File: config.mk
export PLATFORM = sky130hd
export DESIGN_NAME = alu_mc_responder
export DESIGN_NICKNAME = d
export VERILOG_FILES = /design/src/rtl/alu_mc_responder.sv
export SDC_FILE = /design/constraint.sdc
export NUM_CORES = 1
export LEC_CHECK = 0
export CORE_ASPECT_RATIO = 1.4
export CORE_MARGIN = 3
export CORE_UTILIZATION = 30
export DETAILED_ROUTE_END_ITERATION = 6
export PLACE_DENSITY = 0.55
export SLEW_MARGIN = 5
export SYNTH_ARGS = -nofsm -noshare
export SYNTH_HDL_FRONTEND = slang
export SYNTH_SLANG_ARGS = --single-unit
File: constraint.sdc
create_clock -name clk -period 9.6 [get_ports clk]
set_input_delay 2.88 -clock clk [delete_from_list [all_inputs] [get_ports clk]]
set_output_delay 2.88 -clock clk [all_outputs]
set_load 0.02 [all_outputs]
File: src/rtl/alu_mc_responder.sv
// Handshaked multi-cycle ALU: single-cycle logic/arith ops plus an iterative
// shift-add unsigned multiply, all returned on one registered valid/ready channel.
module alu_mc_responder #(
   parameter int WIDTH = 32
) (
   input  logic             clk,
   input  logic             rst_n,
   input  logic             req_valid,
   output logic             req_ready,
   input  logic [3:0]       ALUCont,
   input  logic [WIDTH-1:0] A,
   input  logic [WIDTH-1:0] B,
   output logic             rsp_valid,
   input  logic             rsp_ready,
   output logic [WIDTH-1:0] ALUResult,
   output logic             zero,
   output logic             ovf
);

   localparam logic [3:0] OP_AND = 4'b0000;
   localparam logic [3:0] OP_OR  = 4'b0001;
   localparam logic [3:0] OP_ADD = 4'b0010;
   localparam logic [3:0] OP_SUB = 4'b0110;
   localparam logic [3:0] OP_SLT = 4'b0111;
   localparam logic [3:0] OP_MUL = 4'b1000;
   localparam logic [3:0] OP_NOR = 4'b1100;

   localparam int          CW       = $clog2(WIDTH + 1);
   localparam logic [CW-1:0] CNT_LAST = CW'(WIDTH);

   typedef enum logic [1:0] {IDLE, EXEC, DONE} state_t;

   state_t             state;
   logic [2*WIDTH-1:0] acc;
   logic [2*WIDTH-1:0] mcand;
   logic [WIDTH-1:0]   mplier;
   logic [CW-1:0]      cnt;

   logic [WIDTH-1:0]   alu_res;
   logic               alu_ovf;

   // Single-cycle datapath, evaluated on the live request inputs so the
   // result can be registered on the accept edge itself.
   always_comb begin
      alu_res = '0;
      alu_ovf = 1'b0;
      case (ALUCont)
         OP_AND: alu_res = A & B;
         OP_OR:  alu_res = A | B;
         OP_NOR: alu_res = ~(A | B);
         OP_ADD: begin
            alu_res = A + B;
            alu_ovf = (A[WIDTH-1] == B[WIDTH-1]) && (alu_res[WIDTH-1] != A[WIDTH-1]);
         end
         OP_SUB: begin
            alu_res = A - B;
            alu_ovf = (A[WIDTH-1] != B[WIDTH-1]) && (alu_res[WIDTH-1] != A[WIDTH-1]);
         end
         OP_SLT: alu_res = {{(WIDTH-1){1'b0}}, ($signed(A) < $signed(B))};
         default: begin
            alu_res = '0;
            alu_ovf = 1'b0;
         end
      endcase
   end

   always_ff @(posedge clk or negedge rst_n) begin
      if (!rst_n) begin
         state     <= IDLE;
         req_ready <= 1'b0;
         rsp_valid <= 1'b0;
         ALUResult <= '0;
         zero      <= 1'b0;
         ovf       <= 1'b0;
         acc       <= '0;
         mcand     <= '0;
         mplier    <= '0;
         cnt       <= '0;
      end else begin
         case (state)
            IDLE: begin
               if (!req_ready) begin
                  req_ready <= 1'b1;
               end else if (req_valid) begin
                  req_ready <= 1'b0;
                  if (ALUCont == OP_MUL) begin
                     acc    <= '0;
                     mcand  <= {{WIDTH{1'b0}}, A};
                     mplier <= B;
                     cnt    <= '0;
                     state  <= EXEC;
                  end else begin
                     ALUResult <= alu_res;
                     zero      <= (alu_res == '0);
                     ovf       <= alu_ovf;
                     rsp_valid <= 1'b1;
                     state     <= DONE;
                  end
               end
            end
            EXEC: begin
               // One extra edge after the last iteration to publish the product.
               if (cnt == CNT_LAST) begin
                  ALUResult <= acc[WIDTH-1:0];
                  zero      <= (acc[WIDTH-1:0] == '0);
                  ovf       <= |acc[2*WIDTH-1:WIDTH];
                  rsp_valid <= 1'b1;
                  state     <= DONE;
               end else begin
                  if (mplier[0]) acc <= acc + mcand;
                  mcand  <= mcand << 1;
                  mplier <= mplier >> 1;
                  cnt    <= cnt + CW'(1);
               end
            end
            DONE: begin
               if (rsp_ready) begin
                  rsp_valid <= 1'b0;
                  req_ready <= 1'b1;
                  state     <= IDLE;
               end
            end
            default: state <= IDLE;
         endcase
      end
   end

endmodule

== Yosys cells after proc, flatten, opt, wreduce, memory -nomap -nowiden ==
Cells that the tools add are included.
Storage, ports and cells
  bits in registers: 204
  logic and storage cells: 109
Cells by class
  $add $sub $neg: 4
  magnitude comparators: 1
  equal/unequal tests: 21
  mux-type cells: 54
  bitwise gates (word level): 3
  reduce and logical (&&, ||, !) cells: 16
Operators with widths (number)
  64-bit 2-to-1 mux: 9
  32-bit 2-to-1 mux: 8
  64-bit one-hot mux with 2 select lines: 2
  32-bit one-hot mux with 6 select lines: 1
  32-bit one-hot mux with 2 select lines: 2
  64-bit adder: 1
  32-bit zero test: 2
  32-bit adder: 1
  32-bit AND: 1
  32-bit < comparator: 1
  32-bit NOT: 1
  32-bit bitwise OR: 1
  32-bit OR reduction: 1
  32-bit subtractor: 1
  6-bit 2-to-1 mux: 4
  1-bit 2-to-1 mux: 16
  2-bit != test (second input constant): 8
  6-bit one-hot mux with 2 select lines: 1
  6-bit AND reduction: 2
  2-bit 2-to-1 mux: 5
  5-bit AND reduction: 2
  4-bit by 3-bit equality test with 1-bit output (second input constant): 2
  4-bit equality test (second input constant): 2
  1-bit one-hot mux with 2 select lines: 4
  other kinds (17): 21

== Logic depth before layout (Yosys ltp) ==
Gate-level depths: netlist (run 1).
  depth in word-level cells: 8
  depth in mapped cells: 15

== Worst setup path before layout (run 1) ==
Ideal clock, no wire load.
  path type: input to register
  from: input A[0]
  to: register zero
  library setup time: 0.092 ns
  arrival time: 5.493 ns
  data required time: 9.508 ns
  slack: 4.016 ns
  cell stages on the path: 14
  path through: ha_1 > inv_1 > fa_1 > nor2b_1 > o221ai_1 > a21oi_2 > o31a_4 > nor2_2 > a221oi_1 > o21ai_0 > a2111oi_0 > nor4bb_1 > nand4_1 > o31ai_2
On the way
  cells in the longest elaborated chain, start to end: 8
  elaborated cells between the ends (all ways): 12
  those cells by class: add/sub (2); order compare (1); mux (5); bitwise (3); reduce/logical (1)
Ends and longest elaborated chain
  start, declared: RTL line 11  | input logic [WIDTH-1:0] A,
  parallel branches: the longest is 2 deep, another holds 32-bit subtractor
  32-bit one-hot mux with 6 select lines (*): RTL line 47  | case (ALUCont)
  32-bit zero test (*): RTL line 94  | zero <= (alu_res == '0);
  1-bit 2-to-1 mux (*): RTL line 86  | if (ALUCont == OP_MUL) begin
  1-bit 2-to-1 mux (*): RTL line 84  | end else if (req_valid) begin
  1-bit 2-to-1 mux (*): RTL line 82  | if (!req_ready) begin
  1-bit one-hot mux with 2 select lines (*): RTL line 80  | case (state)
  end signal, assigned: RTL line 94
  end signal, assigned: RTL line 105  | zero <= (acc[WIDTH-1:0] == '0);
  end, declared: RTL line 16  | output logic zero,
Every way passes the cells marked *. The select of a mux whose other input is x is not followed.
A chain may end at the register's enable or synchronous reset.

== Worst setup path after layout (run 1) ==
  from: input B[0]
  to: register zero
On the way
  cells in the longest elaborated chain, start to end: 8
  elaborated cells between the ends (all ways): 12
  those cells by class: add/sub (2); order compare (1); mux (5); bitwise (3); reduce/logical (1)
Ends and longest elaborated chain
  start, declared: RTL line 12  | input logic [WIDTH-1:0] B,
  parallel branches: the longest is 2 deep, another holds 32-bit subtractor
  32-bit one-hot mux with 6 select lines (*): RTL line 47
  32-bit zero test (*): RTL line 94
  1-bit 2-to-1 mux (*): RTL line 86
  1-bit 2-to-1 mux (*): RTL line 84
  1-bit 2-to-1 mux (*): RTL line 82
  1-bit one-hot mux with 2 select lines (*): RTL line 80
Marks and branches as above.

==> results of run 1 <==
-- cells in the mapped netlist, types with 18 or more instances --
library cell / n / share of area
sky130_fd_sc_hd__inv_1: 117 / 0.025
sky130_fd_sc_hd__a211oi_1: 22 / 0.0096
sky130_fd_sc_hd__buf_2: 30 / 0.0087
sky130_fd_sc_hd__xnor2_1: 30 / 0.015
sky130_fd_sc_hd__mux2i_1: 20 / 0.012
sky130_fd_sc_hd__nand3_1: 41 / 0.012
sky130_fd_sc_hd__a221oi_1: 23 / 0.012
sky130_fd_sc_hd__dfrtp_1: 204 / 0.30
sky130_fd_sc_hd__a31oi_1: 18 / 0.0065
sky130_fd_sc_hd__a21o_1: 47 / 0.020
sky130_fd_sc_hd__nor2_1: 249 / 0.054
sky130_fd_sc_hd__a21oi_1: 132 / 0.038
sky130_fd_sc_hd__o211ai_1: 21 / 0.0091
sky130_fd_sc_hd__xor2_1: 31 / 0.016
sky130_fd_sc_hd__a22o_1: 37 / 0.019
sky130_fd_sc_hd__nand2b_1: 18 / 0.0065
sky130_fd_sc_hd__clkbuf_1: 74 / 0.016
sky130_fd_sc_hd__o21ai_0: 138 / 0.040
sky130_fd_sc_hd__nor3_1: 23 / 0.0067
sky130_fd_sc_hd__ha_1: 164 / 0.12
sky130_fd_sc_hd__nor4_1: 26 / 0.0094
sky130_fd_sc_hd__a221o_1: 19 / 0.011
sky130_fd_sc_hd__o21bai_1: 23 / 0.010
sky130_fd_sc_hd__o31ai_1: 32 / 0.014
sky130_fd_sc_hd__o22ai_1: 81 / 0.029
sky130_fd_sc_hd__nand2_1: 203 / 0.044
-- where the power goes --
part	internal, mW	switching, mW	total, mW	leakage (nW)
clock	0.589	0.412	1.00	0.415
combinational	0.563	0.904	1.47	5.91
sequential	1.08	0.221	1.31	2.63
total	2.24	1.54	3.77	8.95
-- layer usage --
metal / vias to the layer above / global-route usage / routed length [um]
met4: 0 / 0.0752 / 2400
met1: 8205 / 0.246 / 26100
li1: 7877 / - / -
met2: 398 / 0.382 / 33600
met5: - / 0 / 0
met3: 95 / 0.0189 / 2520
-- per-stage QoR --
step	setup WS, ns	area (um2)	std cells	power (mW)	hold WS, ns
after floorplan	4.02	17300	2122	2.20	0.449
after global placement	2.10	19000	2864	2.76	0.455
after detailed placement	2.13	19000	2864	2.78	0.470
after CTS	2.69	19900	2910	3.81	0.484
after global routing	2.59	19900	2910	4.01	0.516
final	2.72	19900	2910	3.77	0.478
-- worst register-to-register path, cell delays in order (launching register included) --
cell and delay [ns]:
sky130_fd_sc_hd__dfrtp_1 0.48, sky130_fd_sc_hd__ha_1 0.28, sky130_fd_sc_hd__fa_1 0.42, sky130_fd_sc_hd__a21oi_1 0.24, sky130_fd_sc_hd__o21ai_0 0.21, sky130_fd_sc_hd__o21a_1 0.25, sky130_fd_sc_hd__o31ai_1 0.49, sky130_fd_sc_hd__a41o_1 0.38
sky130_fd_sc_hd__o21ai_1 0.17, sky130_fd_sc_hd__o221ai_1 0.33, sky130_fd_sc_hd__o21ai_1 0.24, sky130_fd_sc_hd__a41oi_1 0.26, sky130_fd_sc_hd__o21bai_1 0.08, sky130_fd_sc_hd__a221o_1 0.32
-- worst max path at each step --
stage / slack, ns / endpoint / startpoint
floorplan: 4.02 / zero$_DFFE_PN0P_ / A[0]
global placement: 2.10 / zero$_DFFE_PN0P_ / B[0]
detailed placement: 2.13 / zero$_DFFE_PN0P_ / B[0]
CTS: 2.69 / zero$_DFFE_PN0P_ / B[0]
global route: 2.59 / zero$_DFFE_PN0P_ / B[0]
finish: 2.72 / zero$_DFFE_PN0P_ / B[0]
-- cells in the final DEF (no fill, tap or decap), types with 19 or more instances in the layout --
master and n:
sky130_fd_sc_hd__nor2_1 248, sky130_fd_sc_hd__dfrtp_1 204, sky130_fd_sc_hd__nand2_1 202, sky130_fd_sc_hd__ha_1 164, sky130_fd_sc_hd__o21ai_0 138, sky130_fd_sc_hd__a21oi_1 132
sky130_fd_sc_hd__inv_1 117, sky130_fd_sc_hd__clkdlybuf4s50_1 106, sky130_fd_sc_hd__o22ai_1 81, sky130_fd_sc_hd__a21o_1 47, sky130_fd_sc_hd__nand3_1 41, sky130_fd_sc_hd__a22o_1 37
sky130_fd_sc_hd__o31ai_1 32, sky130_fd_sc_hd__xor2_1 31, sky130_fd_sc_hd__xnor2_1 30, sky130_fd_sc_hd__clkbuf_16 27, sky130_fd_sc_hd__nor4_1 26, sky130_fd_sc_hd__o21bai_1 23
sky130_fd_sc_hd__nor3_1 23, sky130_fd_sc_hd__a221oi_1 23, sky130_fd_sc_hd__a211oi_1 22, sky130_fd_sc_hd__o211ai_1 21, sky130_fd_sc_hd__mux2i_1 20, sky130_fd_sc_hd__buf_4 20
sky130_fd_sc_hd__a221o_1 19
-- flip-flops by register name, summed over array words and instances, names as in the netlist --
name,cells
rsp_valid,1
zero,1
mcand,64
state,2
ovf,1
ALUResult,32
cnt,6
req_ready,1
mplier,32
acc,64
-- cell type report --
| type | instances | area share |
|---|---|---|
| clock buffer | 32 | 0.0365 |
| clock inverter | 14 | 0.00719 |
| inverter | 122 | 0.0231 |
| multi-input combinational | 1676 | 0.568 |
| sequential | 204 | 0.257 |
| tap | 735 | 0.0463 |
| timing repair buffer | 127 | 0.0618 |
-- logic make-up after synthesis --
family / after synthesis / synth area share
and+or+nand+nor: 685 / 0.186
xor gates and xnor gates: 61 / 0.0309
adders and majority gates: 167 / 0.122
AOI/OAI and AO/OA: 741 / 0.297
buffers and inverters: 242 / 0.0566
DFF: 204 / 0.295
muxes: 22 / 0.0129
==> implementation parameters, run 1 <==
Parameter                              Value

Floorplan
  Top-level I/O count ... around 110
  Standard-cell row count ... 103
  Die outline height ... 290 um
  Total Die Area ... 60600 um2
  Width of the chip ... 209 um
  Initial cell density of the core ... 0.305
  Standard cell core area ... 56700 um2

STA
  # setup viols final ... 0
  Worst clock skew ... between 0.02 and 0.025 ns
  Post-route fraction of the period consumed by the critical path ... 0.716
  Time the worst path needs with I/O delays and setup ... 6.88 ns
  Worst slew margin ... 0.316
  Slew at the pin closest to its max-slew limit ... 1.02 ns
  Max Clock Freq ... 145 MHz
  Max Transition Viols Final ... 0
  Setup repair after global routing missed its margin ... no
  Setup tns final ... 0 ns
  Final number of hold-violating endpoints ... 0

Setup path
  Slowest-stage cell, CP ... sky130_fd_sc_hd__clkdlybuf4s50_1
  Worst-path fanout max ... 6
  Worst reg-to-reg setup slack ... roughly 5.3 ns
  Type of the setup path with the least slack ... in2reg
  Endpoint required time on the critical path ... 10.08 ns
  Chain of cells forming the critical path ... clkdlybuf4s50_1 > ha_1 > inv_1 > fa_1 > nor2b_1 > o221ai_1 > a21oi_2 > o31a_4 > nor2_2 > a221oi_1 > o21ai_0 > a2111oi_0 > nor4bb_1 > nand4_1 > o31ai_2
  Worst reg2reg path depth ... 13
  Arrival time of data at the critical path endpoint ... 7.36 ns
  Type of element launching the critical path ... primary input
  Slowest stage delay, CP ... roughly 0.56 ns
  Beginning of the worst register-to-register path ... acc[0]$_DFFE_PN0P_
  Category of cells accounting for the largest share of critical-path delay ... compound AO/OA/AOI/OAI gates
  Endpoint kind of the worst setup timing path ... flop
  Reg-to-reg endpoint ... acc[56]$_DFFE_PN0P_
  Instance count on the critical path ... 15
  Bufs and invs on worst path ... 2

Clock tree
  Maximum clock insertion buffer count ... 3
  Cts bufs inserted ... 26
  Cells resized by post-CTS repair ... 0
  Insertion delay of the later-clocked pin in the worst-skew pair ... 0.56 ns
  Buffer count from post-CTS setup fixing ... 0
  Reg clk slew, reported paths ... about 0.060 ns
  Max H-tree Level ... 1
  Cell chosen for the clock root ... sky130_fd_sc_hd__clkbuf_16
  TritonCTS clock tree ... done
  Cts hold-fix bufs ... 0
  Number of clock sinks ... 204

Synthesis
  Count of synthesis-stage warnings from yosys ... 0
  Net Count, Synth ... 2361
  Async set-reset flop share out of synthesis ... 1.00
  Post-synthesis cell count ... between 2k and 2.5k
  Sequential element share of the synthesized area ... 0.295
  Number of distinct library cell variants in the gate-level netlist after synthesis ... 104
  Avg Inst Size Synth ... 8.15 um2
  Number of enable flip-flop cells after synthesis ... 0
  Summed instance area of the synthesized netlist ... 17300 um2
  Synthesized flop and latch total ... 204
  Most instantiated flip-flop cell in the synthesis netlist ... sky130_fd_sc_hd__dfrtp_1

Min path
  Worst hold path endpoint ... ALUResult[30]$_DFFE_PN0P_
  Worst Min Path Start ... ALUResult[30]$_DFFE_PN0P_
  Worst hold path depth ... 2
  Worst Hold Class ... reg2reg

Job
  Max cap viols ... 0

Layout
  Ratio of cells with drive above 1 in the final layout ... 0.0579
  Register Area ... 5100 um2
  Fillcell total ... 5956
  Post-layout nets ... 2396
  Footprint of the multi-input gates ... 11300 um2
  Antenna diodes ... 0
  Post-layout utilization of the core ... 0.350
  Area grow syn2layout ... 14.8%

Placed design
  Number of port buffers ... around 110
  GP Congestion ... roughly 0.97
  Final HPWL from detailed placement ... between 40000 and 50000 um

Route
  Number of violations reported at the end of detailed-routing iteration 0 ... between 1k and 1.5k
  Router iterations before antenna repair ... 5
  Antenna viol nets, final ... 0
  Mean number of vias per cell ... between 5 and 6
  Number of remaining DRC errors ... 0
  Final WL ... between 60000 and 70000 um
  Vias post-DR ... 16.6k
  Wire per inst ... 22.2 um

GRT
  Total global-route track usage ... 0.206
  Maximum number of pins on one net before global-route repair ... 77
  Vias in the first global route ... 17.0k
  Wire length of the first global-routing pass ... roughly 100000 um
  Number of antenna violations at the first check in global routing ... 0
  Gr ovfl total ... 0

Run status
  Result of the run ... finished, final reports clean

Power and ir drop
  Power density cells ... 190 nW/um2
  Peak supply drop ... 0.105 mV
  Reported leakage power ... 8.95 nW
(Power assumes the default switching activity.)
==> inputs of run 2 (changes only) <==
==> constraint.sdc (replaced) <==
create_clock -name clk -period 6.69 [get_ports clk]
set_input_delay 2.007 -clock clk [delete_from_list [all_inputs] [get_ports clk]]
set_output_delay 2.007 -clock clk [all_outputs]
set_load 0.02 [all_outputs]
==> run 2 against run 1 <==
Sequential share of layout area fell by 0.24 points. Hold slack got worse by 0.0049 ns. Critical path depth fell by 1. Critical endpoint unchanged. Critical path type unchanged. Highest routed layer unchanged.
==> implementation parameters, run 2 (synthesis gave the netlist of run 1 again) <==
Parameter                              Value

Power and ir drop
  Part of the power in the clock network ... 0.271 (was 0.265)
  Total Power ... 5.48 mW (was 3.77 mW)
  Reported leakage power ... 9.07 nW (was 8.95 nW)
  Net switching power figure ... 2.21 mW (was 1.54 mW)
  Switching power share of the total ... 0.403 (was 0.407)
  Share of power burned in combinational logic ... 0.386 (was 0.389)
  P_int ... 3.27 mW (was 2.24 mW)
  Peak supply drop ... 0.163 mV (was 0.105 mV)
  Portion of total power attributed to sequential cells ... 0.343 (was 0.346)
  Power density cells ... 273 nW/um2 (was 190 nW/um2)

Route
  Vias post-DR ... 16.8k (was 16.6k)
  Mean number of vias per cell ... 5.73 (was 5.70)
  Final WL ... 65100 um (was 64600 um)
  Number of violations reported at the end of detailed-routing iteration 0 ... 1240 (was 1051)
  Number of remaining DRC errors ... 0 (unchanged)
  Antenna viol nets, final ... 0 (unchanged)
  Router iterations before antenna repair ... 5 (unchanged)
  Wire per inst ... 22.2 um (about the same)

Setup path
  Worst reg-to-reg setup slack ... 2.55 ns (was 5.34 ns)
  Arrival time of data at the critical path endpoint ... 6.57 ns (was 7.36 ns)
  Worst reg2reg path depth ... 13 (unchanged)
  Type of the setup path with the least slack ... in2reg (unchanged)
  Endpoint required time on the critical path ... 7.17 ns (was 10.08 ns)
  Reg-to-reg endpoint ... acc[56]$_DFFE_PN0P_ (unchanged)
  End of the critical path ... zero$_DFFE_PN0P_ (unchanged)
  Worst-path fanout max ... 15 (was 6)
  Start point of the critical path ... A[11] (was B[0])
  Type of element launching the critical path ... primary input (unchanged)
  Beginning of the worst register-to-register path ... mcand[0]$_DFFE_PN0P_ (was acc[0]$_DFFE_PN0P_)
  Endpoint kind of the worst setup timing path ... flop (unchanged)

STA
  # setup viols final ... 0 (unchanged)
  Setup tns final ... 0 ns (unchanged)
  Worst slew margin ... 0.199 (was 0.316)
  Final number of hold-violating endpoints ... 0 (unchanged)
  Post-route fraction of the period consumed by the critical path ... 0.911
  Worst clock skew ... 0.0152 ns (was 0.0221 ns)
  Max Clock Freq ... 164 MHz
  Max Transition Viols Final ... 0 (unchanged)
  Setup repair after global routing missed its margin ... no (unchanged)
  Time the worst path needs with I/O delays and setup ... slightly above 6 ns
  Slew at the pin closest to its max-slew limit ... 1.20 ns (was 1.02 ns)

GRT
  Number of antenna violations at the first check in global routing ... 0 (unchanged)
  Gr ovfl total ... 0 (unchanged)
  Vias in the first global route ... 16.7k (was 17.0k)
  Total global-route track usage ... 0.206 (about the same)
  Maximum number of pins on one net before global-route repair ... 107 (was 77)
  Wire length of the first global-routing pass ... 99700 um (was 101000 um)

Floorplan
  Standard cell core area ... 56700 um2 (unchanged)
  Width of the chip ... 209 um (unchanged)
  Standard-cell row count ... 103 (unchanged)
  Top-level I/O count ... 108 (unchanged)
  Total Die Area ... 60600 um2 (unchanged)
  Die outline height ... 290 um (unchanged)
  Initial cell density of the core ... 0.305 (unchanged)

Clock tree
  Cts bufs inserted ... 26 (unchanged)
  Max H-tree Level ... 1 (unchanged)
  Insertion delay of the later-clocked pin in the worst-skew pair ... 0.56 ns (about the same)
  Cells resized by post-CTS repair ... 0 (unchanged)
  Cell chosen for the clock root ... sky130_fd_sc_hd__clkbuf_16 (unchanged)
  Reg clk slew, reported paths ... 0.07 ns (was 0.06 ns)
  Maximum clock insertion buffer count ... 3 (unchanged)
  Number of clock sinks ... 204 (unchanged)
  Cts hold-fix bufs ... 0 (unchanged)
  TritonCTS clock tree ... done (unchanged)
  Buffer count from post-CTS setup fixing ... 0 (unchanged)

Placed design
  Number of port buffers ... 107 (unchanged)
  GP Congestion ... 0.945 (was 0.966)
  Final HPWL from detailed placement ... 49200 um (was 48500 um)

Layout
  Most common library cell in the layout ignoring fill and taps ... sky130_fd_sc_hd__nor2_1 (unchanged)
  Antenna diodes ... 0 (unchanged)
  Commonest cells after routing, fill and taps aside ... sky130_fd_sc_hd__nor2_1 (248), sky130_fd_sc_hd__dfrtp_1 (204), sky130_fd_sc_hd__nand2_1 (202) (unchanged)
  Largest registers ... acc (64), mcand (64) (unchanged)
  Post-layout nets ... 2414 (was 2396)
  Area grow syn2layout ... 15.9% (was 14.8%)
  Ratio of cells with drive above 1 in the final layout ... 0.0656 (was 0.0579)

Min path
  Worst Hold Class ... reg2reg (unchanged)

Job
  Max cap viols ... 0 (unchanged)

Run status
  Result of the run ... finished, final reports clean (unchanged)
run 2: changes by cell type in the layout (fill, tap and decap cells not counted), sizes merged:
cell / delta
buf: +18
clkbuf: +6
clkinvlp: -4
inv: -1
run 2: how the worst min path moves through the flow:
stage / from / end / slack [ns] / cells after the start
CTS: ALUResult[15]$_DFFE_PN0P_ / ALUResult[15]$_DFFE_PN0P_ / 0.48 / 2
global placement: ALUResult[15]$_DFFE_PN0P_ / ALUResult[15]$_DFFE_PN0P_ / 0.46 / 2
global route: ALUResult[15]$_DFFE_PN0P_ / ALUResult[15]$_DFFE_PN0P_ / 0.50 / 2
detailed placement: ALUResult[15]$_DFFE_PN0P_ / ALUResult[15]$_DFFE_PN0P_ / 0.47 / 2
finish: ALUResult[15]$_DFFE_PN0P_ / ALUResult[15]$_DFFE_PN0P_ / 0.47 / 2
floorplan: mplier[31]$_DFFE_PN0P_ / mplier[31]$_DFFE_PN0P_ / 0.45 / 2
run 2: cell type report:
cell class | instances | area (um2)
clock buffer | 38 | 797
clock inverter | 9 | 97.6
fill | 5931 | 36700
inverter | 122 | 458
multi-input combinational | 1676 | 11300
sequential | 204 | 5100
tap | 735 | 920
timing repair buffer | 145 | 1390
run 2: routing by layer:
layer  wire length [um]  share of wire  vias up  track usage
met3               2650          0.041      121       0.0188
met5                  0              0        -            0
met2              34100           0.52      501        0.390
met4               2500          0.038        0       0.0731
met1              25800           0.40     8235        0.239
li1                   -              -     7921            -
run 2: critical path, cell delays in order:
cell and delay, ns:
sky130_fd_sc_hd__clkdlybuf4s50_1 0.55, sky130_fd_sc_hd__inv_1 0.06, sky130_fd_sc_hd__ha_1 0.57, sky130_fd_sc_hd__inv_1 0.15
sky130_fd_sc_hd__a21oi_1 0.32, sky130_fd_sc_hd__o221ai_1 0.19, sky130_fd_sc_hd__a211oi_2 0.42, sky130_fd_sc_hd__o31ai_1 0.29
sky130_fd_sc_hd__a221oi_1 0.58, sky130_fd_sc_hd__mux2i_1 0.24, sky130_fd_sc_hd__o21ai_0 0.13, sky130_fd_sc_hd__nor4bb_1 0.61
sky130_fd_sc_hd__nand4_1 0.22, sky130_fd_sc_hd__o31ai_2 0.21
run 2: per-stage QoR:
stage / cell area, um2 / util / std cells / worst slack [ns] / hold slack, ns
after global routing: 20000 / 0.353 / 2929 / 0.444 / 0.505
after global placement: 19100 / 0.338 / 2882 / 0.166 / 0.456
after CTS: 20000 / 0.353 / 2929 / 0.729 / 0.483
after floorplan: 17300 / - / 2122 / 1.98 / 0.449
final: 20000 / 0.353 / 2929 / 0.595 / 0.473
after detailed placement: 19100 / 0.338 / 2882 / 0.162 / 0.469
run 2: power groups by stage:
stage	clock [mW]	sequential, mW	combinational (mW)
final	1.48	1.88	2.11
after detailed placement	0	1.90	2.11
after global placement	0	1.90	2.09
after CTS	1.53	1.88	2.12
after global routing	1.57	1.91	2.32
after floorplan	0	1.87	1.29
